--- src/rtl/uart_byte_assembler.sv ---
// uart_byte_assembler
//   Collects LSB-first bit pulses from the UART bit receiver into bytes and
//   buffers them in a show-ahead FIFO with a valid/ready output. A partial
//   byte is discarded if no bit arrives for 2*BIT_CYC cycles, which lets the
//   framing recover after lost bits.
//   Optional feature macro: JPEG_UNSTUFF_EN
//     defined   -> JPEG 0xFF00 byte stuffing is removed and marker codes
//                  (0xFF followed by a non-0x00, non-0xFF byte) are flagged
//                  on out_marker.
//     undefined -> every byte passes unchanged and out_marker is 0.
module uart_byte_assembler #(
  parameter int CLK_FREQ  = 100_000_000,
  parameter int BAUD_RATE = 115_200,
  parameter int FIFO_AW   = 4
) (
  input  logic               clk,
  input  logic               rst,
  input  logic               in_bit,
  input  logic               in_valid,
  output logic [7:0]         out_data,
  output logic               out_valid,
  input  logic               out_ready,
  output logic               out_marker,
  output logic [FIFO_AW:0]   fifo_count,
  output logic               overflow,
  input  logic               ovf_clr,
  output logic               frame_err
);

  localparam int BIT_CYC = CLK_FREQ / BAUD_RATE;
  localparam int TO_CYC  = 2 * BIT_CYC;
  localparam int TO_W    = $clog2(TO_CYC + 1);
  localparam int DEPTH   = 1 << FIFO_AW;
`ifdef JPEG_UNSTUFF_EN
  localparam int ENT_W   = 9;
`else
  localparam int ENT_W   = 8;
`endif

  // Bit assembly and inter-bit timeout state
  logic [7:0]       r_sh;
  logic [2:0]       r_bit_cnt;
  logic [TO_W-1:0]  r_to_cnt;
  logic             r_frame_err;

  // Completed byte is the incoming bit on top of the 7 bits already shifted in
  logic [7:0]       w_byte;
  logic             w_byte_done;
  logic             w_push_req;
  logic [ENT_W-1:0] w_wr_ent;

  assign w_byte      = {in_bit, r_sh[7:1]};
  assign w_byte_done = in_valid && (r_bit_cnt == 3'd7);

  // Shift bits in LSB first; drop a stalled partial byte after the timeout
  always_ff @(posedge clk or posedge rst) begin
    if (rst) begin
      r_sh        <= 8'h00;
      r_bit_cnt   <= 3'd0;
      r_to_cnt    <= '0;
      r_frame_err <= 1'b0;
    end else begin
      r_frame_err <= 1'b0;
      if (in_valid) begin
        r_sh      <= w_byte;
        r_bit_cnt <= r_bit_cnt + 3'd1;  // 7 -> 0 wrap closes the byte
        r_to_cnt  <= '0;
      end else if (r_bit_cnt != 3'd0) begin
        if (r_to_cnt == TO_W'(TO_CYC - 1)) begin
          r_bit_cnt   <= 3'd0;
          r_sh        <= 8'h00;
          r_to_cnt    <= '0;
          r_frame_err <= 1'b1;
        end else begin
          r_to_cnt <= r_to_cnt + 1'b1;
        end
      end else begin
        r_to_cnt <= '0;
      end
    end
  end

`ifdef JPEG_UNSTUFF_EN
  localparam logic [0:0] NORM   = 1'b0;
  localparam logic [0:0] SAW_FF = 1'b1;

  logic [0:0] r_state;
  logic [0:0] w_state_nxt;
  logic       w_marker;

  // Decide per completed byte whether it is stuffing, data or a marker code
  always_comb begin
    w_push_req  = 1'b0;
    w_marker    = 1'b0;
    w_state_nxt = r_state;
    if (w_byte_done) begin
      case (r_state)
        NORM: begin
          w_push_req = 1'b1;
          if (w_byte == 8'hFF) w_state_nxt = SAW_FF;
        end
        SAW_FF: begin
          if (w_byte == 8'h00) begin
            w_state_nxt = NORM;          // stuffed zero is swallowed
          end else if (w_byte == 8'hFF) begin
            w_push_req  = 1'b1;          // fill byte, still after an FF
          end else begin
            w_push_req  = 1'b1;
            w_marker    = 1'b1;
            w_state_nxt = NORM;
          end
        end
        default: w_state_nxt = NORM;
      endcase
    end
  end

  // Unstuffing state advances on every completed byte, even one that is dropped
  always_ff @(posedge clk or posedge rst) begin
    if (rst) r_state <= NORM;
    else     r_state <= w_state_nxt;
  end

  assign w_wr_ent = {w_marker, w_byte};
`else
  assign w_push_req = w_byte_done;
  assign w_wr_ent   = w_byte;
`endif

  // FIFO storage and control
  logic [ENT_W-1:0]   r_mem [DEPTH];
  logic [FIFO_AW-1:0] r_wr_ptr;
  logic [FIFO_AW-1:0] r_rd_ptr;
  logic [FIFO_AW:0]   r_count;
  logic               r_overflow;

  logic               w_full;
  logic               w_empty;
  logic               w_pop;
  logic               w_push;
  logic               w_drop;
  logic [ENT_W-1:0]   w_head;

  assign w_full  = (r_count == (FIFO_AW + 1)'(DEPTH));
  assign w_empty = (r_count == '0);
  assign w_pop   = !w_empty && out_ready;
  // A simultaneous pop frees the slot, so a push into a full FIFO still lands
  assign w_push  = w_push_req && (!w_full || w_pop);
  assign w_drop  = w_push_req && w_full && !w_pop;

  // Storage array is data only and needs no reset
  always_ff @(posedge clk) begin
    if (w_push) r_mem[r_wr_ptr] <= w_wr_ent;
  end

  // Pointer, occupancy and sticky overflow bookkeeping
  always_ff @(posedge clk or posedge rst) begin
    if (rst) begin
      r_wr_ptr   <= '0;
      r_rd_ptr   <= '0;
      r_count    <= '0;
      r_overflow <= 1'b0;
    end else begin
      if (w_push) r_wr_ptr <= r_wr_ptr + 1'b1;
      if (w_pop)  r_rd_ptr <= r_rd_ptr + 1'b1;
      case ({w_push, w_pop})
        2'b10:   r_count <= r_count + 1'b1;
        2'b01:   r_count <= r_count - 1'b1;
        default: r_count <= r_count;
      endcase
      // A new drop wins over a clear in the same cycle
      if (w_drop)       r_overflow <= 1'b1;
      else if (ovf_clr) r_overflow <= 1'b0;
    end
  end

  // Head entry is gated by valid so outputs read 0 straight out of reset
  assign w_head     = r_mem[r_rd_ptr];
  assign out_valid  = !w_empty;
  assign out_data   = out_valid ? w_head[7:0] : 8'h00;
`ifdef JPEG_UNSTUFF_EN
  assign out_marker = out_valid & w_head[8];
`else
  assign out_marker = 1'b0;
`endif
  assign fifo_count = r_count;
  assign overflow   = r_overflow;
  assign frame_err  = r_frame_err;

endmodule

--- config.mk ---
export PLATFORM = sky130hd
export DESIGN_NAME = uart_byte_assembler
export DESIGN_NICKNAME = d
export VERILOG_FILES = /design/src/rtl/uart_byte_assembler.sv
export SDC_FILE = /design/constraint.sdc
export NUM_CORES = 1
export LEC_CHECK = 0
export ABC_AREA = 1
export CORE_MARGIN = 2
export CORE_UTILIZATION = 40
export DETAILED_ROUTE_END_ITERATION = 10
export SKIP_CTS_REPAIR_TIMING = 1
export SLEW_MARGIN = 20
export SYNTH_ARGS = -nofsm -noshare
export SYNTH_HDL_FRONTEND = slang
export SYNTH_SLANG_ARGS = --single-unit
--- constraint.sdc ---
create_clock -name clk -period 2.8 [get_ports clk]
set_input_delay 0.7 -clock clk [delete_from_list [all_inputs] [get_ports clk]]
set_output_delay 0.7 -clock clk [all_outputs]
set_load 0.005 [all_outputs]
---- Word level (Yosys, flattened, before mapping) ----
Memory sizes are Yosys's and may differ from the RTL's.
Cells that the tools add are included.
word-level totals
  input port bits ......................... 6
  register bits ........................... 37
  memory bits (writable) .................. 128
  memories kept ........................... 1
memories
  name   depth  width  read ports  clocked after memory_dff  wr ports  RTL line  source
  r_mem  16     8      1           0                         1         131       logic [ENT_W-1:0] r_mem [DEPTH];
cells by class
  mux-type cells .......................... 18
  reductions and logical operators ........ 16
  eq/ne operators ......................... 5
  add/sub/neg operators ................... 6
operators with widths
  operator                                              count
  two-way mux 11 bit                                    3
  two-way mux 8 bit                                     4
  adder 11 x 1 -> 11 bit (second input constant)        1
  equality test 11 bit (second input constant)          1
  case mux 5 bit (2 select lines)                       1
  two-way mux 3 bit                                     3
  adder 4 x 1 -> 4 bit (second input constant)          2
  nonzero test 2 bit                                    4
  two-way mux 1 bit                                     7
  adder 5 x 1 -> 5 bit (second input constant)          1
  equality test 5 bit (second input constant)           1
  logical AND 1 bit                                     5
  zero test 5 bit                                       1
  subtractor 5 x 1 -> 5 bit (second input constant)     1
  adder 3 x 1 -> 3 bit (second input constant)          1
  equality test 3 bit (second input constant)           1
  zero test 1 bit                                       3
  nonzero test 3 bit                                    1
  equality test 2 x 1 -> 1 bit (second input constant)  1
  equality test 2 bit (second input constant)           1
  AND reduction 2 bit                                   1
  logical OR 1 bit                                      1

---- Depth between registers and ports, before layout ----
  depth in word-level cells ............... 7
  mapped depth ............................ 15

---- Least setup slack after synthesis ----
No wires, ideal clock.
  path kind ............................... input port to flip-flop
  start point ............................. input port in_valid
  end point ............................... memory r_mem[11][0] (enable)
  setup slack ............................. 0.573 ns
  stages on the path ...................... 5
  arrival time ............................ 1.844 ns
  cells stage by stage .................... buf_2 nand2_2 nor2_4 inv_2 nor3_1
between the ends
  word-level cells in the longest chain between the ends .. 4
ends and longest elaborated chain
  what                                     RTL line  source
  from (decl)                              19        input logic in_valid,
  logical AND 1 bit                        53        assign w_byte_done = in_valid && (r_bit_cnt == 3'd7);
  logical AND 1 bit                        148       assign w_push = w_push_req && (!w_full || w_pop);
  two-way mux 1 bit                        153       if (w_push) r_mem[r_wr_ptr] <= w_wr_ent;
  two-way mux 1 bit (implied by the code)  153
  to (decl)                                131
Every way passes these cells.

---- Worst setup path in the final report ----
  start point ............................. register r_rd_ptr[0]
  end point ............................... output port out_data[4]
between the ends
  word-level cells in the longest chain between the ends .. 2
ends and longest elaborated chain
  what                      RTL line  source
  from (decl)               133       logic [FIFO_AW-1:0] r_rd_ptr;
  from (signal assigned)    165       if (w_pop) r_rd_ptr <= r_rd_ptr + 1'b1;
  memory read (16 x 8 bit)  -
  two-way mux 8 bit         180       assign out_data = out_valid ? w_head[7:0] : 8'h00;
  to (decl)                 20        output logic [7:0] out_data,
Every way passes these cells.

==> impl_metrics.yaml <==
clock_network:
  clk_path_buf_depth: 2
  cts_htree_levels: 4
  cts_buffers: 17
  clk_pin_slew_worst_paths_ns: 0.07
  cts-root-buf: "clkbuf_16"
  clock_latency_ns: 0.43
  cts_tree: "done"
  cts.sink_count: 164
layout:
  diodes: 0
  layout.area.seq_um2: 4746
  final_nets: 651
  post_route_cells_drive_above_1_share_pct: 15.92
  multi_input_comb_area_um2: 1926
  fill_cells: 1546
  area_delta_synth_final_pct: 20.47
  final_core_util_pct: 48.86
timing:
  fin_ws_ns: -0.1936
  slew_headroom_pct: 47.00
  setup_viol_count_final: 2
  fin_skew_ns: 0.009894
  rsz0062_at_grt: "yes"
  worst_pin_slew_ns: 0.7951
  post-route-period-util_pct: 106.9
  finalHoldViolations: 0
  fmax_mhz: 334.1
  finalCriticalPeriod_ns: 2.994
  drv_slew: 0
floorplan:
  core_um2: 17180
  rows: 48
  die_x_um: 136.0
  start_util_pct: 40.56
  io_pins: 23
  die_area_um2: 18490
  fp.dieH_um: 136.0
worst_setup_path:
  critical_path_required_ns: 2.10
  critPathLaunchType: "flip-flop"
  rr_endpoint: "fifo_count[4]"
  reg2reg_from: "r_bit_cnt[0]"
  timing.critical_path.to_type: "output port"
  worstPathArrival_ns: 2.29
  cp-endpoint: "out_data[4]"
  ff2ff_setup_slack_ns: 0.72
  crit_type: "reg2out"
  worst-path-max-fanout: 16
  worst_r2r_path_depth: 14
  worstSetupStartpoint: "r_rd_ptr[0]"
synth:
  yosysMostFrequentCell: "edfxtp_1"
  synth_area_um2: 6967
  synth_area_leaders: "edfxtp_1 (55%), dfrtp_1 (13%), nor2_1 (5.8%)"
  ys_types: 33
  avgSynthCellArea_um2: 11.95
  yosysSeqAreaShare_pct: 68.10
  synth-edff-count: 128
  yosysWarnings: 0
  async_flop_share_pct: 21.95
  synth_top_area_share_pct: 55.17
  yosys-top-cells-count: "edfxtp_1 (128), nor2_1 (107), o21ai_0 (69), dfrtp_1 (36), nand2_1 (35)"
  synth_fp_nets: 600
  syn_inst: 583
  synth_seq_cells: 164
  synth_area_leader_cell: "edfxtp_1"
  ys.flop_type: "edfxtp_1"
global_route:
  grt_pass1_vias: 4391
  antenna_found_initial: 0
  grt_max_degree: 41
  grt_use_total_pct: 17.69
  grt_overflow: 0
  grt_pass1_wl_mm: 24.14
power_and_ir_drop:
  ir_worst_vdd_uv: 542.7
  finalPower_mw: 8.419
  p_leak_nw: 3.148
  powerDensity_nw_per_um2: 1003
detailed_routing:
  vias_per_cell: 5.352
  vias: 4667
  ant_nets: 0
  post-route-drc-count: 0
  firstDrtPassIters: 5
  post_drt_wl_per_cell_um: 18.32
  drt_iter0_drc: 470
  routed_wl_mm: 15.98
placed_design:
  pre_cts_ws_ns: 0.07473
  gp_congestion: 0.8185
  dp_hpwl_mm: 9.969
  io_buffers: 21
outcome:
  failed_checks: "negative setup slack"
  outcome: "complete, but fails checks"
run:
  cap_violations: 0
hold_path:
  min_path_type: "reg2reg"
how the worst min path moves through the flow:
stage / endpoint / from / cells past startpoint / slack, ns
floorplan: r_to_cnt[0] / r_to_cnt[0] / 1 / 0.43
global placement: r_to_cnt[0] / r_to_cnt[0] / 1 / 0.44
detailed placement: r_to_cnt[0] / r_to_cnt[0] / 1 / 0.46
CTS: r_to_cnt[0] / r_to_cnt[0] / 1 / 0.47
global route: r_to_cnt[0] / r_to_cnt[0] / 1 / 0.49
finish: r_to_cnt[0] / r_to_cnt[0] / 1 / 0.47
state kept, by name (all words and copies together) (netlist names):
name,cells
r_rd_ptr,4
overflow,1
frame_err,1
r_sh,7
r_mem,128
r_bit_cnt,3
r_to_cnt,11
r_wr_ptr,4
fifo_count,5
per-layer routing:
layer	global-route usage, %	wire length, um	up-vias
met5	0	0	-
met4	6.829	345	0
met3	3.915	886	26
met2	27.05	7567	143
met1	24.75	7178	2308
li1	-	-	2190
power breakdown:
| part | switching (mW) | internal [mW] | total [mW] |
|---|---|---|---|
| clock | 1.03 | 1.54 | 2.57 |
| sequential | 0.235 | 2.82 | 3.05 |
| combinational | 1.63 | 1.17 | 2.80 |
| total | 2.89 | 5.53 | 8.42 |
area by class of cell:
type | count | area share [%]
timing repair buffer | 59 | 7.275
clock inverter | 15 | 2.788
multi-input combinational | 349 | 22.94
sequential | 164 | 56.54
clock buffer | 17 | 5.069
tap | 225 | 3.354
inverter | 43 | 2.027
critical path: stages (launching register included):
cell	delay [ns]
dfrtp_2	0.46
buf_4	0.16
clkbuf_16	0.17
nor2_1	0.06
o221ai_1	0.19
nand3_1	0.14
a21oi_2	0.18
clkdlybuf4s50_1	0.51
cell families (layout without fill, tap and decap cells):
kind of cell / count (synthesis) / in the layout / share of synthesized area [%]
AO/OA/AOI/OAI: 128 / 128 / 10.65
flip-flops: 164 / 164 / 68.10
buffers and inverters: 70 / 134 / 4.652
adder cells (fa/ha/maj): 11 / 11 / 1.976
XOR/XNOR: 11 / 11 / 1.383
AND/OR/NAND/NOR: 198 / 198 / 13.18
other: 1 / 1 / 0.05383
stage by stage:
stage / TNS, ns / instance area, um^2 / std cells / hold WS [ns]
4_1_cts: -2.678 / 8262 / 868 / 0.4725
5_1_grt: -0.5625 / 8393 / 872 / 0.4898
6_report: -0.2283 / 8393 / 872 / 0.4734
3_3_place_gp: 0 / 7602 / 836 / 0.4449
2_1_floorplan: 0 / 6967 / 583 / 0.4319
3_5_place_dp: 0 / 7602 / 836 / 0.4634
placed cells by master (no fill, tap or decap), types with 3 or more instances in the layout:
cell type / netlist / final
a21oi_2: 0 / 3
nand2_2: 6 / 6
nor2_1: 107 / 107
o21ai_1: 11 / 12
nand4_1: 5 / 5
o221ai_1: 22 / 21
nor3_1: 6 / 6
buf_12: 0 / 5
clkbuf_16: 0 / 19
edfxtp_1: 128 / 128
nand2_1: 35 / 35
buf_4: 4 / 29
dfrtp_1: 36 / 35
bufinv_16: 0 / 4
xor2_1: 10 / 10
o21ai_0: 69 / 67
a21oi_1: 11 / 8
clkdlybuf4s50_1: 0 / 14
inv_6: 0 / 5
dlymetal6s2s_1: 0 / 6
inv_2: 7 / 7
nand3_1: 27 / 27
ha_1: 11 / 11
inv_8: 0 / 4
inv_1: 34 / 33
o22ai_1: 15 / 14
Note: power is estimated with default switching activity, not from simulation.
